### config.mk
export PLATFORM = sky130hd
export DESIGN_NAME = keyboard_scanner_flat
export DESIGN_NICKNAME = d
export VERILOG_FILES = /design/src/rtl/keyboard_pkg.sv /design/src/rtl/keyboard_scanner_if.sv /design/src/rtl/key_debounce.sv /design/src/rtl/keyboard_scanner.sv /design/src/flat_wrapper.sv
export SDC_FILE = /design/constraint.sdc
export NUM_CORES = 1
export LEC_CHECK = 0
export ABC_AREA = 1
export CELL_PAD_IN_SITES_DETAIL_PLACEMENT = 2
export CELL_PAD_IN_SITES_GLOBAL_PLACEMENT = 2
export CORE_ASPECT_RATIO = 1.5
export CORE_MARGIN = 2
export CORE_UTILIZATION = 34
export DETAILED_ROUTE_END_ITERATION = 12
export PLACE_DENSITY_LB_ADDON = 0.1
export SKIP_LAST_GASP = 1
export SLEW_MARGIN = 20
export SYNTH_ARGS = -nofsm -noshare
export SYNTH_HDL_FRONTEND = slang
export SYNTH_HIERARCHICAL = 1
export SYNTH_SLANG_ARGS = --single-unit
### constraint.sdc
create_clock -name clk -period 6 [get_ports clk]
set_clock_uncertainty 0.15 [all_clocks]
set_input_delay 0.9 -clock clk [delete_from_list [all_inputs] [get_ports clk]]
set_output_delay 0.9 -clock clk [all_outputs]
set_load 0.01 [all_outputs]
### src/rtl/keyboard_pkg.sv
// keyboard_pkg: matrix geometry, key-state bus type and scanner FSM states
package keyboard_pkg;
  localparam int KB_ROWS = 6;
  localparam int KB_COLS = 7;
  typedef logic [KB_ROWS-1:0][KB_COLS-1:0] kb_state_t;
  typedef enum logic [1:0] {IDLE, DRIVE, GAP, UPDATE} scan_state_t;
endpackage

### src/rtl/keyboard_scanner_if.sv
// keyboard_scanner_if: keypad matrix pins plus the debounced key-state bus
interface keyboard_scanner_if;
  import keyboard_pkg::*;
  logic [KB_ROWS-1:0] rows_out;
  logic [KB_COLS-1:0] cols_in;
  kb_state_t state;
  logic frame_done;
  logic changed;
  modport master (output rows_out, state, frame_done, changed, input cols_in);
  modport slave (input rows_out, state, frame_done, changed, output cols_in);
endinterface

### src/rtl/key_debounce.sv
// key_debounce: one key's frame-disagreement counter and debounced state bit
module key_debounce #(
  parameter int DEBOUNCE_FRAMES = 4
) (
  input  logic clk,
  input  logic rst,
  input  logic raw,
  input  logic update,
  output logic state,
  output logic toggle
);
  localparam logic [3:0] DF_LAST = 4'(DEBOUNCE_FRAMES - 1);
  logic [3:0] cnt;
  assign toggle = update && raw != state && cnt == DF_LAST;
  always_ff @(posedge clk or posedge rst)
    if (rst) begin
      cnt <= '0;
      state <= 1'b0;
    end else if (update) begin
      cnt <= (raw == state || toggle) ? '0 : cnt + 4'd1;
      state <= state ^ toggle;
    end
endmodule

### src/rtl/keyboard_scanner.sv
// keyboard_scanner: row-strobed 6x7 keypad scanner with per-key debounce.
// Define KEYBOARD_SCANNER_GHOST_REJECT_EN to drop frames showing a ghost pattern.
module keyboard_scanner import keyboard_pkg::*; #(
  parameter int SETTLE_CYCLES = 16,
  parameter int DEBOUNCE_FRAMES = 4
) (
  input logic clk,
  input logic rst,
  keyboard_scanner_if.master kb
);
  localparam int SW = $clog2(SETTLE_CYCLES);
  localparam logic [SW-1:0] SC_LAST = SW'(SETTLE_CYCLES - 1);
  localparam logic [2:0] R_LAST = 3'(KB_ROWS - 1);
  scan_state_t st, nxt;
  logic [2:0] r, r_nxt;
  logic [SW-1:0] sc, sc_nxt;
  logic sample, update;
  logic [KB_COLS-1:0] s1, s2;
  logic [KB_ROWS-1:0] rows_nxt;
  kb_state_t raw, st_q, tog;
  always_ff @(posedge clk or posedge rst)
    if (rst) begin
      st <= IDLE;
      r <= '0;
      sc <= '0;
      s1 <= '1;
      s2 <= '1;
      raw <= '0;
      kb.rows_out <= '1;
      kb.frame_done <= 1'b0;
      kb.changed <= 1'b0;
    end else begin
      st <= nxt;
      r <= r_nxt;
      sc <= sc_nxt;
      {s2, s1} <= {s1, kb.cols_in};
      if (sample) raw[r] <= ~s2;
      kb.rows_out <= rows_nxt;
      kb.frame_done <= st == UPDATE;
      kb.changed <= |tog;
    end
  // rows_out is registered from the next state so the drive is glitch-free
  always_comb begin
    nxt = st;
    r_nxt = r;
    sc_nxt = '0;
    sample = 1'b0;
    case (st)
      IDLE: nxt = DRIVE;
      DRIVE: begin
        sample = sc == SC_LAST;
        nxt = sample ? GAP : DRIVE;
        sc_nxt = sample ? '0 : sc + 1'b1;
      end
      GAP: begin
        nxt = r == R_LAST ? UPDATE : DRIVE;
        r_nxt = r == R_LAST ? '0 : r + 3'd1;
      end
      default: nxt = DRIVE;
    endcase
    rows_nxt = nxt == DRIVE ? ~(KB_ROWS'(1) << r_nxt) : '1;
  end
`ifdef KEYBOARD_SCANNER_GHOST_REJECT_EN
  logic ghost;
  always_comb begin
    ghost = 1'b0;
    for (int a = 0; a < KB_ROWS; a++)
      for (int b = a + 1; b < KB_ROWS; b++)
        if ($countones(raw[a] & raw[b]) > 1) ghost = 1'b1;
  end
  assign update = st == UPDATE && !ghost;
`else
  assign update = st == UPDATE;
`endif
  for (genvar i = 0; i < KB_ROWS; i++) begin : g_r
    for (genvar j = 0; j < KB_COLS; j++) begin : g_c
      key_debounce #(.DEBOUNCE_FRAMES(DEBOUNCE_FRAMES)) u_key (
        .clk(clk),
        .rst(rst),
        .raw(raw[i][j]),
        .update(update),
        .state(st_q[i][j]),
        .toggle(tog[i][j])
      );
    end
  end
  assign kb.state = st_q;
endmodule

### src/flat_wrapper.sv
// flat-port wrapper written by rule: the top's interface ports become plain ports
module keyboard_scanner_flat import keyboard_pkg::*;
#(
  parameter int SETTLE_CYCLES = 16,
  parameter int DEBOUNCE_FRAMES = 4
)
  (clk, rst, kb_rows_out, kb_state, kb_frame_done, kb_changed, kb_cols_in);
  keyboard_scanner_if kb_i ();
  input logic clk;
  input logic rst;
  output wire logic [$bits(kb_i.rows_out)-1:0] kb_rows_out;
  output wire logic [$bits(kb_i.state)-1:0] kb_state;
  output wire logic [$bits(kb_i.frame_done)-1:0] kb_frame_done;
  output wire logic [$bits(kb_i.changed)-1:0] kb_changed;
  input wire logic [$bits(kb_i.cols_in)-1:0] kb_cols_in;
  assign kb_rows_out = kb_i.rows_out;
  assign kb_state = kb_i.state;
  assign kb_frame_done = kb_i.frame_done;
  assign kb_changed = kb_i.changed;
  assign kb_i.cols_in = kb_cols_in;
  keyboard_scanner #(.SETTLE_CYCLES(SETTLE_CYCLES), .DEBOUNCE_FRAMES(DEBOUNCE_FRAMES)) u_core (.clk(clk), .rst(rst), .kb(kb_i));
endmodule
==> summary.txt, run 1 <==
Logic synthesis
  – Syn Inst Count: 1822
  – Yosys cell types: 22
  – Ranking of synthesized cells by area: dfrtp_1 45%, nand2_1 16%, inv_1 5.7%, nor2_1 5.2%, ha_1 3.9%
  – Synth async-reset ratio: 100%
  – Post-synth top flop: dfrtp_1
  – Syn_nets: 1877
  – Synth area leader: dfrtp_1
  – Cell Area, Synth: 14700 sq um
  – Register area share after synthesis: 48.4%
  – Top cell type's share of synthesized area: 44.8%
  – YS warnings: 6
  – Top post-synthesis cells by count: 619 x nand2_1, 263 x dfrtp_1, 223 x inv_1
  – Number of enable flip-flop cells after synthesis: 0
  – Post-synthesis register bit count: 283
  – Mean Syn Cell Area: 8.07 sq um
  – Most common cell in the synthesized netlist: nand2_1

Clocking
  – TritonCTS Sinks: 283
  – # Post-CTS Setup Buffers: 0
  – Post-cts sizing count: 0
  – Clk buf depth: 3
  – CTS tree: built
  – Clock root buffer: clkbuf_16
  – Hold buffer count at cts: 0
  – CTS Buf Count: 31
  – H-tree levels: 1
  – Clock slew at reported path FFs: 0.07 ns
  – Clock latency on the worst-skew pair: 0.58 ns

Detailed routing
  – DR DRC count: 0
  – Drt total wl: 41.6 mm
  – DR pass1 iterations: 4
  – Post-route ant nets: 0
  – Via density: 4.94
  – Drt wl/cell: 16.6 um
  – DR vias: 12400
  – DR iter-0 viols: 307

Placed design
  – Placer Congestion: 0.746
  – Post-Place Cells: 2449
  – I/O Buffers: 58
  – Place WS: 3.42 ns
  – Post-DP HPWL: 31.0 mm

GRT
  – GRT Util Overall: 19.2%
  – Initial antenna violation count: 0
  – First-pass GRT wire length: 71.1 mm
  – Number of global-route vias before repair: 14100
  – GRT overflow: 0
  – Largest net degree at the start of global routing: 82

Worst setup path
  – Kind of critical path: flop to output pin
  – Slowest stage cell on the critical path: clkdlybuf4s50_1
  – CP Data Required Time: 4.95 ns
  – CP Buf/Inv Count: 1
  – CP Cell Sequence: clkdlybuf4s50_1
  – Crit. End Element: output pin
  – CP max stage delay: 0.56 ns
  – CP max FO: 1
  – Crit path launch type: flop
  – Crit-path leading delay family: buffers and inverters
  – Crit path DAT: 1.65 ns

STA
  – Fmax: 0.370 GHz
  – Final worst slack: 3.30 ns
  – RSZ-0062 raised after global routing: false
  – Worst hold margin: 0.203 ns
  – Slew Viols, Final: 0
  – Final min period: 2.70 ns
  – Final setup vio count: 0
  – Final period utilization: 45.0%
  – Endpoints failing hold: 0
  – Worst-Margin Slew: 0.724 ns
  – TNS Setup: 0 ns
  – Slew margin rel.: 51.7%

Final layout
  – Multi-input gate area: 6690 sq um
  – Storage element area: 7110 sq um
  – Final #Nets: 1967
  – # fillers: 5036
  – Synthesis-to-finish area growth: 16.2%
  – Layout cells sized above 1: 11.6%
  – Antenna cells: 0
  – Final Non-Filler Cells: 2507

Floorplanning
  – Core Area: 42800 sq um
  – Initial core utilization: 34.3%
  – Num ports: 59
  – Die Width: 174 um
  – Die area: 44900 sq um
  – Die height: 259 um
  – Core Rows: 93

Pwr
  – Power Dens Cells: 238 nW/um^2
  – Pwr Total: 4.07 mW
  – Worst vdd ir: 0.142 mV
  – Pleak: 7.84 nW

Run
  – MaxCap Viol Count: 0

Run status
  – Outcome: finished, final reports clean

Min path
  – Hold Path Class: flop to flop
==> through the flow <==
step	cell area, sq um	utilization [%]
3_3_place_gp	16000	37.4
3_5_place_dp	16000	37.4
5_1_grt	17100	39.9
6_report	17100	39.9
2_1_floorplan	14700	-
4_1_cts	17100	39.9
==> flip-flops by register name, summed over array words and instances, names as in the netlist <==
signal / cells
u_core/g_r.g_c.u_key/cnt: 168
u_core/g_r.g_c.u_key/state: 42
u_core/raw: 42
u_core/s1: 7
u_core/s2: 7
u_core/kb.rows_out: 6
u_core/sc: 4
u_core/r: 3
u_core/st: 2
u_core/kb.changed: 1
u_core/kb.frame_done: 1
==> layout make-up <==
cell class	instances	area share (%)
multi-input cells	1309	39.2
clock buffers	38	4.99
well taps	570	4.17
inverters	224	4.93
clock inverters	20	1.39
flip-flops and latches	283	41.6
repair buffers	63	3.74
==> report_power, final <==
part | internal (mW) | switching [mW] | total [mW] | leakage (nW)
sequential | 1.92 | 0.0142 | 1.94 | 3.83
clock | 1.22 | 0.835 | 2.06 | 0.543
combinational | 0.0125 | 0.0593 | 0.0719 | 3.47
total | 3.16 | 0.908 | 4.07 | 7.84
==> routing by layer <==
metal / wire length, um / vias to the layer above / part of all wire (%) / GRT usage (%)
met2: 23000 / 92 / 55 / 37.6
met3: 844 / 45 / 2.0 / 1.92
met1: 16800 / 6270 / 40 / 22.0
met5: 0 / - / 0 / 0
met4: 943 / 0 / 2.3 / 4.93
li1: - / 5983 / - / -
==> final timing paths <==
| check | startpoint | to | slack (ns) | depth (start not counted) |
|---|---|---|---|---|
| min reg2reg | u_core/s1[0]$_DFF_PP1_ | u_core/s2[0]$_DFF_PP1_ | 0.20 | 0 |
| max reg2reg | u_core/st[0]$_DFF_PP0_ | u_core/kb.changed$_DFF_PP0_ | 3.42 | 10 |
| min | u_core/s1[0]$_DFF_PP1_ | u_core/s2[0]$_DFF_PP1_ | 0.20 | 0 |
| min in group asynchronous | rst | u_core/raw[1]$_DFFE_PP0P_ | 0.26 | 2 |
| max | u_core/kb.rows_out[2]$_DFF_PP1_ | kb_rows_out[2] | 3.30 | 1 |
| max in group asynchronous | rst | u_core/s1[5]$_DFF_PP1_ | 4.44 | 3 |
==> placed cells by master (no fill, tap or decap), types with 2 or more instances in the layout <==
master           instances
nand2_1                619
dfrtp_1                263
inv_1                  222
nor2_1                 202
nand4_1                 86
o21ai_1                 80
clkdlybuf4s50_1         57
a21oi_1                 46
ha_1                    45
nand3_1                 44
xor2_1                  43
a21oi_2                 42
nand2_2                 42
o21bai_2                42
clkbuf_16               31
dfstp_2                 20
clkinv_2                12
nand3_2                  7
clkbuf_8                 5
bufinv_16                5
o21ai_2                  5
buf_4                    3
inv_6                    2
clkinvlp_4               2
clkbuf_1                 2
nor3_1                   2
buf_12                   2
==> cell families after synthesis <==
| family | Yosys count | share of synthesized area [%] |
|---|---|---|
| compound gates | 216 | 10.3 |
| xor+xnor | 43 | 2.56 |
| fa+ha+maj | 46 | 3.92 |
| buf+inv | 230 | 6.18 |
| flops | 283 | 48.4 |
| simple gates | 1004 | 28.6 |
Note: power is estimated with default switching activity, not from simulation.
==> run 2: changes to the inputs <==
- CORE_UTILIZATION: 34 -> 37
- clock period: 6 -> 2.8 ns (I/O delays scaled with it)
==> summary.txt, run 2 (synthesis results as in run 1) <==
Placed design
  – Post-DP HPWL: 31.7 mm
  – Post-Place Cells: 2393
  – Place WS: 0.424 ns
  – I/O Buffers: 58
  – Placer Congestion: 0.758

Clocking
  – CTS tree: built
  – Clock slew at reported path FFs: 0.06 ns
  – CTS Buf Count: 31
  – # Post-CTS Setup Buffers: 0
  – Clock root buffer: clkbuf_16
  – Hold buffer count at cts: 1
  – TritonCTS Sinks: 283
  – Post-cts sizing count: 0
  – Clock latency on the worst-skew pair: 0.58 ns
  – H-tree levels: 1
  – Clk buf depth: 3

STA
  – Final min period: 2.36 ns
  – RSZ-0062 raised after global routing: false
  – Worst-Margin Slew: 0.766 ns
  – Endpoints failing hold: 0
  – Final worst slack: 0.444 ns
  – Final setup vio count: 0
  – Slew margin rel.: 48.9%
  – Fmax: 0.425 GHz
  – Slew Viols, Final: 0
  – Final period utilization: 84.1%

Worst setup path
  – CP Cell Sequence: ha_4, buf_12, buf_4, nand2_2, nor2_1, nand2_1, nand2_1, nor2_1
  – Slowest stage cell on the critical path: ha_4
  – Kind of critical path: flop to flop
  – CP Buf/Inv Count: 2
  – Crit-path leading delay family: buffers and inverters
  – CP max FO: 57
  – Crit path launch type: flop
  – CP max stage delay: 0.54 ns
  – CP Data Required Time: 3.11 ns
  – Crit path DAT: 2.67 ns
  – Crit. End Element: flop

Pwr
  – Net Sw Frac: 22.5%
  – Cell Int Power: 6.59 mW
  – Clock power share: 49.2%
  – P_sw: 1.91 mW
  – Power Dens Cells: 498 nW/um^2
  – Worst vdd ir: 0.425 mV
  – Pleak: 7.91 nW
  – Sequential share of power: 48.9%
  – Comb power frac: 1.9%

GRT
  – Initial antenna violation count: 0
  – Number of global-route vias before repair: 14500
  – Largest net degree at the start of global routing: 58
  – First-pass GRT wire length: 72.1 mm
  – GRT overflow: 0
  – GRT Util Overall: 21.3%

Final layout
  – Most frequent cells in the layout: 619 x nand2_1, 263 x dfrtp_1, 222 x inv_1
  – # fillers: 4514
  – Storage element area: 7110 sq um
  – Largest register FFs: 168
  – Largest Register: u_core/g_r.g_c.u_key/cnt
  – Top flop regs: u_core/g_r.g_c.u_key/cnt x168, u_core/g_r.g_c.u_key/state x42, u_core/raw x42
  – Util after Layout: 43.4%
  – Antenna cells: 0
  – Multi-input gate area: 6690 sq um
  – Synthesis-to-finish area growth: 16.2%
  – Layout cells sized above 1: 12.0%
  – Final #Nets: 1982
  – Final Non-Filler Cells: 2451
  – Commonest non-fill, non-tap cell in the layout: nand2_1

Min path
  – Hold Path Class: input pin to flop

Detailed routing
  – Met3 wire len: 976 um
  – Wire length on met2: 24.5 mm
  – Post-route ant nets: 0
  – Drt wl/cell: 17.4 um
  – Metal-1 WL: 16.6 mm
  – Top Layer Used: met4
  – DR pass1 iterations: 4
  – Drt total wl: 42.8 mm
  – DR iter-0 viols: 311
  – Via density: 5.08
  – DR DRC count: 0
  – DR vias: 12500

Floorplanning
  – Core Area: 39300 sq um
  – Die Width: 167 um
  – Die height: 248 um
  – Core Rows: 89
  – Num ports: 59
  – Initial core utilization: 37.4%
  – Die area: 41400 sq um

Run status
  – Outcome: finished, final reports clean

Run
  – MaxCap Viol Count: 0
-- run 2: worst paths after layout --
check	slack, ns	end	startpoint	cells past startpoint
min in group asynchronous	0.28	u_core/raw[25]$_DFFE_PP0P_	rst	3
max reg2reg	0.44	u_core/g_r[0].g_c[4].u_key/cnt[3]$_DFFE_PP0P_	u_core/st[1]$_DFF_PP0_	8
max in group asynchronous	1.54	u_core/kb.rows_out[2]$_DFF_PP1_	rst	4
max	0.44	u_core/g_r[0].g_c[4].u_key/cnt[3]$_DFFE_PP0P_	u_core/st[1]$_DFF_PP0_	8
min reg2reg	0.21	u_core/s2[5]$_DFF_PP1_	u_core/s1[5]$_DFF_PP1_	0
min	0.10	u_core/s1[0]$_DFF_PP1_	kb_cols_in[0]	1
-- run 2: power groups by stage --
stage,registers [mW],logic [mW],clock network (mW)
floorplan,4.21,0.0952,0
global placement,4.23,0.162,0
finish,4.16,0.162,4.18
global route,4.16,0.189,4.48
CTS,4.16,0.171,4.34
detailed placement,4.23,0.169,0
-- run 2: layout make-up --
class | count | share of cell area [%]
inverter | 224 | 4.93
sequential | 283 | 41.6
timing repair buffer | 78 | 4.49
clock buffer | 45 | 5.58
multi-input combinational | 1309 | 39.2
clock inverter | 12 | 0.506
tap | 500 | 3.66
-- run 2: through the flow --
stage	TNS, ns	power, mW	hold WS [ns]	cell area [sq um]
global route	0	8.82	0.0844	17100
global placement	0	4.39	0.197	16000
detailed placement	0	4.40	0.200	16000
floorplan	-0.0907	4.30	0.0485	14700
CTS	0	8.67	0.0666	17100
finish	0	8.50	0.103	17100
-- run 2: routing by layer --
metal  up-vias  GRT usage [%]
met2        95           43.8
met4         0           4.97
met3        42           2.40
met1      6321           22.9
li1       6004              -
met5         -              0
-- run 2: worst reg2reg max path, stage by stage (launching register included) --
cell     delay (ns)
dfrtp_1        0.41
ha_4           0.54
buf_12         0.35
buf_4          0.38
nand2_2        0.11
nor2_1         0.11
nand2_1        0.07
nand2_1        0.08
nor2_1         0.05
